$ cat config.mk
export PLATFORM = sky130hd
export DESIGN_NAME = la_imem_loader
export DESIGN_NICKNAME = d
export VERILOG_FILES = /design/src/rtl/la_loader_pkg.sv /design/src/rtl/la_imem_loader_toggle_sync.sv /design/src/rtl/la_imem_loader.sv
export SDC_FILE = /design/constraint.sdc
export NUM_CORES = 1
export LEC_CHECK = 0
export CAP_MARGIN = 20
export CELL_PAD_IN_SITES_DETAIL_PLACEMENT = 1
export CELL_PAD_IN_SITES_GLOBAL_PLACEMENT = 1
export CORE_MARGIN = 5
export CORE_UTILIZATION = 30
export CTS_CLUSTER_DIAMETER = 50
export CTS_CLUSTER_SIZE = 28
export DETAILED_ROUTE_END_ITERATION = 12
export DONT_BUFFER_PORTS = 1
export GPL_TIMING_DRIVEN = 1
export PLACE_DENSITY_LB_ADDON = 0.1
export RECOVER_POWER = 25
export SYNTH_ARGS = -nofsm -noshare
export SYNTH_HDL_FRONTEND = slang
export SYNTH_HIERARCHICAL = 1
export SYNTH_SLANG_ARGS = --single-unit
$ cat constraint.sdc
create_clock -name clk -period 2.1 [get_ports clk]
set_input_delay 0.21 -clock clk [delete_from_list [all_inputs] [get_ports clk]]
set_output_delay 0.21 -clock clk [all_outputs]
set_load 0.05 [all_outputs]
$ cat src/rtl/la_loader_pkg.sv
// ============================================================================
// la_loader_pkg : shared encodings for the instruction-memory loader | rev 1.0
// ============================================================================
`default_nettype none

package la_loader_pkg;

  localparam logic [1:0] CMD_NOP   = 2'b00;
  localparam logic [1:0] CMD_WRITE = 2'b01;
  localparam logic [1:0] CMD_RUN   = 2'b10;
  localparam logic [1:0] CMD_HALT  = 2'b11;

  localparam logic [1:0] ST_IDLE = 2'd0;
  localparam logic [1:0] ST_LOAD = 2'd1;
  localparam logic [1:0] ST_RUN  = 2'd2;

  localparam int STAT_STATE_MSB = 31;
  localparam int STAT_STATE_LSB = 30;
  localparam int STAT_FULL      = 29;
  localparam int STAT_OVF       = 28;
  localparam int STAT_RUN_ERR   = 27;
  localparam int STAT_ACK       = 26;
  localparam int STAT_CNT_MSB   = 8;

  function automatic logic [31:0] pack_status(
    input logic [1:0] st,
    input logic       full,
    input logic       ovf,
    input logic       run_err,
    input logic       ack,
    input logic [8:0] cnt
  );
    logic [31:0] s;
    s = '0;
    s[STAT_STATE_MSB:STAT_STATE_LSB] = st;
    s[STAT_FULL]                     = full;
    s[STAT_OVF]                      = ovf;
    s[STAT_RUN_ERR]                  = run_err;
    s[STAT_ACK]                      = ack;
    s[STAT_CNT_MSB:0]                = cnt;
    return s;
  endfunction

endpackage

`default_nettype wire

$ cat src/rtl/la_imem_loader_toggle_sync.sv
// ============================================================================
// toggle_sync : 2-flop synchronizer with toggle edge detect | rev 1.0
// ============================================================================
`default_nettype none

module toggle_sync (
  input  logic clk,
  input  logic rst,
  input  logic async_in,
  output logic evt
);

  logic sync1_q;
  logic sync2_q;
  logic prev_q;

  always_ff @(posedge clk or posedge rst) begin
    if (rst) begin
      sync1_q <= 1'b0;
      sync2_q <= 1'b0;
      prev_q  <= 1'b0;
    end else begin
      sync1_q <= async_in;
      sync2_q <= sync1_q;
      prev_q  <= sync2_q;
    end
  end

  // Either edge of the host toggle is one command.
  assign evt = sync2_q ^ prev_q;

endmodule

`default_nettype wire

$ cat src/rtl/la_imem_loader.sv
// ============================================================================
// la_imem_loader : host-driven instruction-memory loader and core run control | rev 1.0
// ============================================================================
`default_nettype none

module la_imem_loader
  import la_loader_pkg::*;
#(
  parameter int ADDR_W = 8,
  parameter int DATA_W = 32
) (
  input  logic              clk,
  input  logic              rst,
  input  logic              la_cmd_toggle,
  input  logic [1:0]        la_cmd_op,
  input  logic [DATA_W-1:0] la_cmd_data,
  output logic              imem_we,
  output logic [ADDR_W-1:0] imem_addr,
  output logic [DATA_W-1:0] imem_wdata,
  output logic              core_rst,
  output logic              core_run,
  output logic [31:0]       la_status
);

  localparam logic [ADDR_W:0] DEPTH = (ADDR_W+1)'(2**ADDR_W);

  logic              cmd_evt;
  logic [1:0]        state_q,   state_d;
  logic [ADDR_W-1:0] ptr_q,     ptr_d;
  logic [ADDR_W:0]   count_q,   count_d;
  logic              full_q,    full_d;
  logic              ovf_q,     ovf_d;
  logic              rerr_q,    rerr_d;
  logic              ack_q,     ack_d;
  logic              we_q,      we_d;
  logic [ADDR_W-1:0] addr_q,    addr_d;
  logic [DATA_W-1:0] wdata_q,   wdata_d;
  logic              crst_q,    crst_d;
  logic              crun_q,    crun_d;
  logic [31:0]       status_q,  status_d;

  toggle_sync u_sync (
    .clk      (clk),
    .rst      (rst),
    .async_in (la_cmd_toggle),
    .evt      (cmd_evt)
  );

  always_comb begin
    state_d  = state_q;
    ptr_d    = ptr_q;
    count_d  = count_q;
    full_d   = full_q;
    ovf_d    = ovf_q;
    rerr_d   = rerr_q;
    ack_d    = ack_q;
    we_d     = 1'b0;
    addr_d   = addr_q;
    wdata_d  = wdata_q;
    crst_d   = crst_q;
    crun_d   = crun_q;
    // Status lags the command by one cycle, reflecting the registered state.
    status_d = pack_status(state_q, full_q, ovf_q, rerr_q, ack_q, 9'(count_q));

    if (cmd_evt) begin
      ack_d = ~ack_q;
      case (la_cmd_op)
        CMD_WRITE: begin
          if (state_q == ST_RUN) begin
            rerr_d = 1'b1;
          end else if (full_q) begin
            ovf_d = 1'b1;
          end else begin
            we_d    = 1'b1;
            addr_d  = ptr_q;
            wdata_d = la_cmd_data;
            ptr_d   = ptr_q + 1'b1;
            count_d = count_q + 1'b1;
            full_d  = ((count_q + 1'b1) == DEPTH);
            state_d = ST_LOAD;
          end
        end
        CMD_RUN: begin
          if (state_q != ST_RUN) begin
            state_d = ST_RUN;
            crst_d  = 1'b0;
            crun_d  = 1'b1;
          end
        end
        CMD_HALT: begin
          state_d = ST_IDLE;
          crst_d  = 1'b1;
          crun_d  = 1'b0;
          ptr_d   = '0;
          count_d = '0;
          full_d  = 1'b0;
          ovf_d   = 1'b0;
          rerr_d  = 1'b0;
        end
        default: ;
      endcase
    end
  end

  always_ff @(posedge clk or posedge rst) begin
    if (rst) begin
      state_q  <= ST_IDLE;
      ptr_q    <= '0;
      count_q  <= '0;
      full_q   <= 1'b0;
      ovf_q    <= 1'b0;
      rerr_q   <= 1'b0;
      ack_q    <= 1'b0;
      we_q     <= 1'b0;
      addr_q   <= '0;
      wdata_q  <= '0;
      crst_q   <= 1'b1;
      crun_q   <= 1'b0;
      status_q <= '0;
    end else begin
      state_q  <= state_d;
      ptr_q    <= ptr_d;
      count_q  <= count_d;
      full_q   <= full_d;
      ovf_q    <= ovf_d;
      rerr_q   <= rerr_d;
      ack_q    <= ack_d;
      we_q     <= we_d;
      addr_q   <= addr_d;
      wdata_q  <= wdata_d;
      crst_q   <= crst_d;
      crun_q   <= crun_d;
      status_q <= status_d;
    end
  end

  assign imem_we    = we_q;
  assign imem_addr  = addr_q;
  assign imem_wdata = wdata_q;
  assign core_rst   = crst_q;
  assign core_run   = crun_q;
  assign la_status  = status_q;

endmodule

`default_nettype wire

==> results by group, run 1 <==
Floorplanning
  • # IOs: 112
  • FP Rows: 39
  • Die ar.: 14200 um^2
  • Die Width: 119 um
  • Die height: 119 um
  • Initial core utilization: 30.9%
  • Core area: 11500 um^2

Synthesis
  • Yosys cell types: 44
  • Most instantiated cells after synthesis: 83 x dfrtp_1, 36 x mux2_2, 19 x buf_4
  • Syn Area/Cell: 12.7 um^2
  • XOR/XNOR share of the synthesized area: 1.23%
  • Synth Area in Adders: 1.05%
  • Register bit count reported by yosys: 84
  • Primary FF master, synth: dfrtp_1
  • Mux contribution to synthesized area: 14.0%
  • Synth top area cells: dfrtp_1 58%, mux2_2 11%, buf_4 4.0%
  • Syn Inst Count: 280
  • Seq/Total Area, Yosys: 59.0%
  • Post-synthesis compound-gate area fraction: 7.59%
  • Synth Area in Simple Gates: 8.32%
  • Leading area contributor after synthesis: dfrtp_1
  • Post-synthesis cell area: 3560 um^2
  • EDFF count, synth: 0
  • Yosys warning total: 6
  • Ys async rst share: 100%
  • Most frequent cell after synthesis: dfrtp_1
  • Largest family of logic cells by synthesized area: multiplexers
  • Top cell type's share of synthesized area: 58.3%

Clock network
  • Clk root buf: clkbuf_16
  • Clock latency at the later pin of the worst-skew pair: 330 ps
  • TritonCTS sink count: 84
  • Post-CTS setup buffer count: 0
  • CTS tree: built
  • Post_cts resized: 0
  • Htree depth: 3
  • TritonCTS Buffers: 9
  • Clk buf depth: 2
  • Reg clk slew, reported paths: 60 ps

Timing
  • Slew Viols, Final: 0
  • Final setup TNS: 0 ps
  • Clock skew: 8.95 ps
  • RSZ-0062 raised after global routing: no
  • Final period utilization: 91.5%
  • F_max: 521 MHz
  • Worst Max-Slew Pin Slew: 1120 ps
  • Rel. slew slack: 25.2%
  • Final setup fails: 0
  • Final hold vios: 0
  • Post-route minimum period: 1920 ps

Finish
  • Area Growth Syn to Fin: 10.5%
  • Filler Cell Count: 1249
  • Area of the multi-input gates: 1210 um^2
  • Post-route insts no fill: 433
  • Final core utilization: 34.2%
  • Diode count: 0
  • Non-Filler Cell Area, Final: 3940 um^2
  • Flip-flop and latch area: 2100 um^2
  • Nets@finish: 325
  • Layout cells sized above 1: 22.4%

Routing
  • WL final: 7720 um
  • Via count: 2092
  • Routed wl met3: 504 um
  • Top layer reached by signal wires: met4
  • Wirelength per Cell: 17.8 um
  • Initial DRC Count: 100
  • Met1 WL: 3220 um
  • Drt drc: 0
  • Met2 WL: 3880 um
  • Vias per Instance: 4.83
  • Remaining antenna violation count: 0
  • Drt first pass iters: 4

Critical path
  • Top Family by Delay on Critical Path: simple AND/OR/NAND/NOR gates
  • Crit-path max cell delay: 480 ps
  • Crit path launch type: flop
  • CP Cell Sequence: ha_1, and2_1, o21ai_2, or4_1, o32ai_1
  • Worst setup path category: flop to flop
  • Data required time at the worst endpoint: 2330 ps
  • Critical path arrival: 2150 ps
  • Critical Path Slowest Stage Cell: or4_1
  • Worst path bufs/invs: 0
  • R2R cell count: 5
  • Critical-path maximum fanout: 7
  • Critical path endpoint category: flop
  • Stages on worst setup path: 5

Placement
  • Placed Cells: 411
  • Dpl cell area: 3600 um^2
  • Final GP Congestion: 0.682
  • Input/output buffers: 0
  • DP HPWL: 5020 um

GRT
  • Overflow after GRT: 0
  • Aggregate global-route resource usage: 11.2%
  • Vias in the first global route: 2284
  • First-pass GRT wire length: 12600 um
  • Largest net degree at the start of global routing: 82
  • Initial antenna violation count: 0

Pwr
  • Peak supply drop: 0.356 mV
  • Reg power frac: 61.2%
  • Sw Ratio: 42.2%
  • Combinational power share: 10.9%
  • Clock power share: 27.9%
  • Psw: 0.00230 W
  • Int Power: 0.00315 W
  • Leak pwr: 1.73 nW
  • Pwr/cell area: 1380 nW/um^2

Worst hold path
  • WHS Path Cells: 1
  • Hold crit path type: primary input to flop

Run status
  • Status: finished, final reports clean

Run
  • Max-cap check violation count: 0
-- cells by family after synthesis --
family,count (synthesis)
AO/OA/AOI/OAI,42
XOR/XNOR,5
adder cells (fa/ha/maj),3
buffers and inverters,44
flip-flops,84
multiplexers,45
other,1
AND/OR/NAND/NOR,56
-- layout by cell type (no fill, tap or decap), types with 6 or more instances in the layout --
cell and n:
dfrtp_1 83, o31ai_1 8, inv_1 8, conb_1 17
dlygate4sd3_1 6, a21oi_1 6, nor2_1 11, a31oi_1 6
mux2_2 36, clkbuf_16 9, o21ai_0 8, nand2_1 14
-- state kept, by name, summed over array words and instances (netlist names), 2 cells and up --
name        flops
count_q         9
imem_addr       8
imem_wdata     32
la_status      15
ptr_q           8
state_q         2
-- layout make-up --
type	instances	share of cell area (%)
Clock buffer	13	6.87
Sequential cell	84	53.4
Timing Repair Buffer	12	2.67
Inverter	10	1.18
Tap cell	143	4.55
Clock inverter	3	0.509
Multi-Input combinational cell	168	30.8
-- routing by layer --
| metal | track usage [%] | up-vias |
|---|---|---|
| met5 | 0 | - |
| met4 | 4.78 | 0 |
| met3 | 3.79 | 8 |
| met2 | 18.1 | 62 |
| met1 | 13.8 | 1065 |
| li1 | - | 957 |
-- per-stage QoR --
| step | hold slack (ps) | setup slack, ps | total power, W |
|---|---|---|---|
| 2_1_floorplan | -36.4 | 222 | 0.00382 |
| 3_3_place_gp | -20.3 | 170 | 0.00397 |
| 3_5_place_dp | -22.1 | 143 | 0.00399 |
| 4_1_cts | 3.35 | 143 | 0.00555 |
| 5_1_grt | 1.80 | 42.2 | 0.00574 |
| 6_report | 22.3 | 179 | 0.00544 |
-- power by group through the flow --
| stage | combinational (W) | clock [W] | sequential [W] |
|---|---|---|---|
| after floorplan | 0.000543 | 0 | 0.00327 |
| after global placement | 0.000577 | 0 | 0.00339 |
| after detailed placement | 0.000600 | 0 | 0.00339 |
| after CTS | 0.000611 | 0.00159 | 0.00336 |
| after global routing | 0.000668 | 0.00168 | 0.00339 |
| final | 0.000593 | 0.00152 | 0.00333 |
-- worst paths after layout --
path,startpoint,to,slack (ps)
worst min register to register,u_sync/sync1_q$_DFF_PP0_,u_sync/sync2_q$_DFF_PP0_,360
worst min-delay path,la_cmd_data[3],imem_wdata[3]$_DFFE_PP0P_,20
min in group asynchronous,rst,u_sync/sync1_q$_DFF_PP0_,260
worst max register to register,count_q[0]$_DFFE_PP0P_,full_q$_DFFE_PP0P_,180
worst max-delay path,count_q[0]$_DFFE_PP0P_,full_q$_DFFE_PP0P_,180
max in group asynchronous,rst,count_q[8]$_DFFE_PP0P_,600
-- what timing repair did --
action | in CTS | in global routing
endpoints found under the hold margin | 89 | 1
endpoints found under the setup margin | 0 | 0
hold buffers | 5 | 1
No activity file was read; power rests on OpenSTA's default activity.
==> run 2, diff against run 1 <==
Settings changed: CELL_PAD_IN_SITES_DETAIL_PLACEMENT 1 to 0, CORE_ASPECT_RATIO set to 0.7, CORE_UTILIZATION 30 to 44.
==> run 2 against run 1 <==
Compared with the run above:
- routed wire length is 13% lower
- sequential cell count stayed put
- largest cell class unchanged
- utilization is 15 points higher
- combinational power is 2% lower
- clock skew is 3.5 ps lower
- non-clock buffer count is 1 lower
- hold slack worse by 13 ps
==> results by group, run 2 (synthesized netlist as in run 1, its figures left out) <==
Run status
  • Status: finished, final reports clean

Routing
  • Remaining antenna violation count: 0 (unchanged)
  • Drt drc: 0 (unchanged)
  • Wirelength per Cell: 17.3 um (-3.0%)
  • Initial DRC Count: 156 (+56%)
  • Drt first pass iters: 4 (unchanged)
  • Vias per Instance: 5.28 (+9.2%)
  • Via count: 2053 (-1.9%)
  • WL final: 6730 um (-13%)

GRT
  • First-pass GRT wire length: 11000 um (-13%)
  • Initial antenna violation count: 0 (unchanged)
  • Vias in the first global route: 2039 (-11%)
  • Overflow after GRT: 0 (unchanged)
  • Largest net degree at the start of global routing: 82 (unchanged)
  • Aggregate global-route resource usage: 13.7% (+2.4 points)

Critical path
  • FF-to-FF Start: u_sync/sync2_q$_DFF_PP0_
  • Data required time at the worst endpoint: 2320 ps (about the same)
  • Worst setup path category: flop to flop
  • Crit path launch type: flop
  • Critical path arrival: 2160 ps (about the same)
  • Critical-path maximum fanout: 46 (+39)
  • Reg2reg setup slack: 160 ps (-20 ps)
  • Worst flop-to-flop path endpoint: imem_wdata[5]$_DFFE_PP0P_
  • Setup crit end: imem_wdata[5]$_DFFE_PP0P_
  • Setup crit start: u_sync/sync2_q$_DFF_PP0_
  • Critical path endpoint category: flop
  • R2R cell count: 5 (unchanged)

Pwr
  • Leak pwr: 1.73 nW (about the same)
  • Pwr/cell area: 1410 nW/um^2 (+1.7%)
  • Peak supply drop: 0.695 mV (+95%)

Clock network
  • TritonCTS sink count: 84 (unchanged)
  • Clk root buf: clkbuf_16
  • Clock latency at the later pin of the worst-skew pair: 330 ps (about the same)
  • CTS tree: built
  • Clk buf depth: 2 (unchanged)
  • TritonCTS Buffers: 9 (unchanged)
  • Htree depth: 3 (unchanged)
  • Reg clk slew, reported paths: 60 ps (about the same)

Timing
  • Worst Max-Slew Pin Slew: 1080 ps (-38.7 ps)
  • Final hold vios: 0 (unchanged)
  • Slew Viols, Final: 0 (unchanged)
  • Final setup TNS: 0 ps (unchanged)
  • Clock skew: 5.41 ps (-3.54 ps)
  • Rel. slew slack: 27.8% (+2.6 points)
  • F_max: 515 MHz (-1.1%)
  • Min Hold Slack: 9.23 ps (-13.1 ps)
  • Final period utilization: 92.5% (+1.0 points)
  • RSZ-0062 raised after global routing: no
  • Final setup fails: 0 (unchanged)
  • Post-route minimum period: 1940 ps (+21.0 ps)

Finish
  • Nets@finish: 324 (-0.31%)
  • Diode count: 0 (unchanged)
  • Most common cell after layout, fill and taps aside: dfrtp_1
  • Filler Cell Count: 701 (-44%)
  • Commonest non-fill, non-tap cells in the layout: 82 x dfrtp_1, 36 x mux2_2, 17 x conb_1
  • Largest register FFs: 32 (unchanged)
  • Area Growth Syn to Fin: 8.89%
  • Layout cells sized above 1: 22.6% (+0.16 points)

Placement
  • Final GP Congestion: 0.729 (+6.9%)
  • Input/output buffers: 0 (unchanged)
  • DP HPWL: 4320 um (-14%)

Run
  • Max-cap check violation count: 0 (unchanged)

Floorplanning
  • Die ar.: 10000 um^2 (-29%)
  • Die height: 85.3 um (-28%)
  • Core area: 7870 um^2 (-32%)
  • # IOs: 112 (unchanged)
  • Initial core utilization: 45.3% (+14 points)
  • FP Rows: 27 (-31%)
  • Die Width: 118 um (-1.2%)

Worst hold path
  • Hold crit path type: primary input to flop
-- run 2: per-stage QoR --
| stage | area, um^2 | cells | util [%] | total power, W | worst slack (ps) |
|---|---|---|---|---|---|
| global placement | 3540 | 368 | 45.0 | 0.00395 | 188 |
| CTS | 3870 | 387 | 49.2 | 0.00552 | 140 |
| detailed placement | 3540 | 368 | 45.0 | 0.00396 | 149 |
| finish | 3880 | 389 | 49.3 | 0.00546 | 158 |
| floorplan | 3630 | 296 | - | 0.00382 | 222 |
| global route | 3880 | 389 | 49.3 | 0.00574 | 34.5 |
-- run 2: how the worst min path moves through the flow --
stage / to / from / slack, ps / depth (start not counted)
6_report: count_q[8]$_DFFE_PP0P_ / la_cmd_op[1] / 9 / 1
2_1_floorplan: u_sync/prev_q$_DFF_PP0_ / rst / -40 / 1
5_1_grt: imem_wdata[1]$_DFFE_PP0P_ / la_cmd_data[1] / 0.3 / 1
3_5_place_dp: u_sync/sync1_q$_DFF_PP0_ / rst / -20 / 1
3_3_place_gp: u_sync/sync1_q$_DFF_PP0_ / rst / -20 / 1
4_1_cts: count_q[8]$_DFFE_PP0P_ / la_cmd_op[1] / 2 / 1
-- run 2: final cells by class --
type / count / area (um^2) / area share, %
well taps: 101 / 126 / 3.26
clock inverters: 5 / 52.6 / 1.35
clock buffers: 10 / 239 / 6.16
inverters: 10 / 46.3 / 1.19
repair buffers: 11 / 97.6 / 2.52
flip-flops and latches: 84 / 2100 / 54.3
multi-input cells: 168 / 1210 / 31.3
-- run 2: per-layer routing --
| layer | part of all wire, % | vias to the layer above | track usage (%) | routed length (um) |
|---|---|---|---|---|
| met4 | 0.85 | 0 | 4.38 | 57 |
| met5 | 0 | - | 0 | 0 |
| met1 | 48 | 995 | 19.7 | 3260 |
| li1 | - | 955 | - | - |
| met2 | 40 | 96 | 17.6 | 2690 |
| met3 | 11 | 7 | 6.93 | 722 |
-- run 2: power breakdown --
group	switching (W)	internal, W	total, W
clock network	0.000596	0.000939	0.00154
registers	0.00136	0.00197	0.00334
logic	0.000306	0.000278	0.000584
total	0.00226	0.00319	0.00546
-- run 2: critical path, stage by stage (launching register included) --
cell and delay [ps]:
dfrtp_1 390, xor2_1 190, nand2_1 90, or3_4 410, inv_6 330, mux2_2 390
-- run 2: what timing repair did --
item	4_1_cts	5_1_grt
endpoints found under the setup margin	0	1
setup buffers	0	0
hold buffers	4	2
hold endpoints to repair	87	2
gates resized for setup	0	1
==> run 3, diff against run 2 <==
Settings changed: CORE_MARGIN 5 to 1.5.
==> run 3 against run 2 <==
Compared with the run above:
- die area is 14% lower
- largest power group unchanged
- via count is 1.5% higher
- clock power is 8% higher
- combinational power hardly changed
- final area is 0.58% higher
- sequential share of layout area is 0.35 points lower
- register-to-register slack worse by 40 ps
- cell count is 0.26% higher
- setup slack worse by 45 ps
- power is 2.0% higher
==> results by group, run 3 (synthesized netlist as in run 1, its figures left out) <==
Critical path
  • Worst setup path category: flop to flop
  • CP Cell Sequence: xor2_1, nand2_1, or3_4, inv_8, mux2_2
  • Worst flop-to-flop path endpoint: imem_wdata[29]$_DFFE_PP0P_
  • Critical path arrival: 2200 ps (+40 ps)
  • Worst path bufs/invs: 1 (unchanged)
  • Critical path endpoint category: flop
  • R2R cell count: 5 (unchanged)
  • Crit-path max cell delay: 430 ps (+20 ps)
  • Critical Path Slowest Stage Cell: or3_4
  • Top Family by Delay on Critical Path: simple AND/OR/NAND/NOR gates
  • FF-to-FF Start: u_sync/sync2_q$_DFF_PP0_
  • Data required time at the worst endpoint: 2310 ps (about the same)
  • Crit path launch type: flop
  • Critical-path maximum fanout: 46 (unchanged)
  • Reg2reg setup slack: 110 ps (-40 ps)

Pwr
  • Clock power share: 29.9% (+1.8 points)
  • Leak pwr: 1.74 nW (+1.1%)
  • Int Power: 0.00332 W (+3.9%)
  • Peak supply drop: 0.879 mV (+26%)
  • Psw: 0.00225 W (-0.72%)
  • Combinational power share: 10.5% (-0.2 points)
  • Pwr/cell area: 1430 nW/um^2 (+1.4%)
  • Sw Ratio: 40.4% (-1.1 points)
  • Reg power frac: 59.6% (-1.5 points)

Run
  • Max-cap check violation count: 0 (unchanged)

Routing
  • Remaining antenna violation count: 0 (unchanged)
  • Via count: 2083 (+1.5%)
  • WL final: 6320 um (-6.1%)
  • Wirelength per Cell: 16.2 um (-6.4%)
  • Drt drc: 0 (unchanged)
  • Initial DRC Count: 87 (-44%)
  • Vias per Instance: 5.34 (+1.2%)
  • Drt first pass iters: 4 (unchanged)

Worst hold path
  • Hold Path End: imem_wdata[0]$_DFFE_PP0P_
  • Hold crit path type: primary input to flop
  • Hold_sp: la_cmd_data[0]
  • WHS Path Cells: 1 (unchanged)

GRT
  • Aggregate global-route resource usage: 15.3% (+1.7 points)
  • Largest net degree at the start of global routing: 47 (-43%)
  • Met1 usage in global routing: 21.1% (+1.4 points)
  • GRT met2 Usage: 20.9% (+3.3 points)
  • GR Util met3: 6.80% (-0.13 points)
  • First-pass GRT wire length: 10300 um (-6.4%)
  • Gr busiest metal: met1
  • Overflow after GRT: 0 (unchanged)
  • Vias in the first global route: 1991 (-2.4%)
  • Initial antenna violation count: 0 (unchanged)

Clock network
  • Clock latency at the later pin of the worst-skew pair: 330 ps (about the same)
  • TritonCTS sink count: 84 (unchanged)
  • TritonCTS Buffers: 9 (unchanged)
  • Htree depth: 3 (unchanged)
  • Clk buf depth: 2 (unchanged)
  • Reg clk slew, reported paths: 60 ps (about the same)
  • Post-CTS setup buffer count: 0 (unchanged)
  • CTS tree: built
  • Clk root buf: clkbuf_16

Placement
  • Input/output buffers: 0 (unchanged)
  • Dpl cell area: 3530 um^2 (-0.14%)
  • DP HPWL: 4060 um (-6.1%)
  • Final GP Congestion: 0.707 (-3.1%)
  • Worst slack at placement: 34.8 ps (-114 ps)

Timing
  • Post-route minimum period: 1990 ps (+44.7 ps)
  • Slew Viols, Final: 0 (unchanged)
  • Final setup fails: 0 (unchanged)
  • Final hold vios: 0 (unchanged)
  • F_max: 503 MHz (-2.3%)
  • Worst Max-Slew Pin Slew: 909 ps (-174 ps)
  • Final setup TNS: 0 ps (unchanged)
  • Clock skew: 5.85 ps (+0.438 ps)
  • Rel. slew slack: 39.4% (+12 points)
  • Final period utilization: 94.6% (+2.1 points)
  • RSZ-0062 raised after global routing: no
  • Final worst slack: 114 ps (-44.7 ps)

Finish
  • Most common cell after layout, fill and taps aside: dfrtp_1
  • Non-Filler Cell Area, Final: 3900 um^2 (+0.58%)
  • Filler Cell Count: 706 (+0.71%)
  • Layout cells sized above 1: 22.5% (-0.078 points)
  • Largest register FFs: 32 (unchanged)
  • Nets@finish: 324 (unchanged)
  • Commonest non-fill, non-tap cells in the layout: 83 x dfrtp_1, 36 x mux2_2, 17 x conb_1
  • Diode count: 0 (unchanged)
  • Area Growth Syn to Fin: 9.52%

Floorplanning
  • Core area: 7870 um^2 (unchanged)
  • Initial core utilization: 45.3% (unchanged)
  • Die Width: 111 um (-6.0%)
  • Die height: 78.3 um (-8.2%)
  • FP Rows: 27 (unchanged)
  • Die ar.: 8650 um^2 (-14%)
  • # IOs: 112 (unchanged)

Run status
  • Status: finished, final reports clean
[run 3: timing repair]
action | in CTS | in global routing
hold buffers | 5 | 0
hold endpoints to repair | 89 | 0
resized for setup | 0 | 1
setup endpoints to repair | 0 | 40
[run 3: layout make-up]
cell class / count / area, um^2 / area share, %
clock buffer: 11 / 243 / 6.22
sequential: 84 / 2100 / 53.9
multi-input combinational: 168 / 1210 / 31.1
timing repair buffer: 11 / 92.6 / 2.37
clock inverter: 5 / 75.1 / 1.92
inverter: 10 / 48.8 / 1.25
tap: 101 / 126 / 3.24
[run 3: per-stage QoR]
stage | total power (W) | hold WS [ps] | instances | utilization (%)
final | 0.00556 | 19.6 | 390 | 49.6
after detailed placement | 0.00394 | -22.4 | 369 | 44.9
after CTS | 0.00563 | 7.55 | 390 | 49.6
after floorplan | 0.00382 | -36.4 | 296 | -
after global routing | 0.00580 | 3.91 | 390 | 49.6
after global placement | 0.00393 | -23.9 | 369 | 44.9
[run 3: power by group through the flow]
stage | Clock, W | Combinational, W | Sequential [W]
floorplan | 0 | 0.000543 | 0.00327
global placement | 0 | 0.000566 | 0.00336
detailed placement | 0 | 0.000582 | 0.00336
CTS | 0.00171 | 0.000593 | 0.00333
global route | 0.00177 | 0.000658 | 0.00337
finish | 0.00166 | 0.000584 | 0.00332
[run 3: how the worst max path moves through the flow]
stage / from / end / cells after the start
final: u_sync/sync2_q$_DFF_PP0_ / imem_wdata[29]$_DFFE_PP0P_ / 5
after global routing: u_sync/sync2_q$_DFF_PP0_ / imem_wdata[9]$_DFFE_PP0P_ / 5
after CTS: u_sync/sync2_q$_DFF_PP0_ / imem_wdata[29]$_DFFE_PP0P_ / 5
after detailed placement: u_sync/sync2_q$_DFF_PP0_ / imem_wdata[29]$_DFFE_PP0P_ / 5
after global placement: u_sync/sync2_q$_DFF_PP0_ / imem_wdata[9]$_DFFE_PP0P_ / 5
after floorplan: u_sync/prev_q$_DFF_PP0_ / imem_wdata[10]$_DFFE_PP0P_ / 7
[run 3: worst register-to-register path, delay by kind of cell, from the launching register on]
kind                   cells  cell delay [ps]
AND/OR/NAND/NOR            2              550
buffers and inverters      1              270
multiplexers               1              400
flip-flops                 1              390
XOR/XNOR                   1              270
[run 3: per-layer routing]
metal / up-vias / wire length (um)
li1: 958 / -
met1: 1036 / 3110
met2: 81 / 2630
met3: 8 / 475
met4: 0 / 103
met5: - / 0
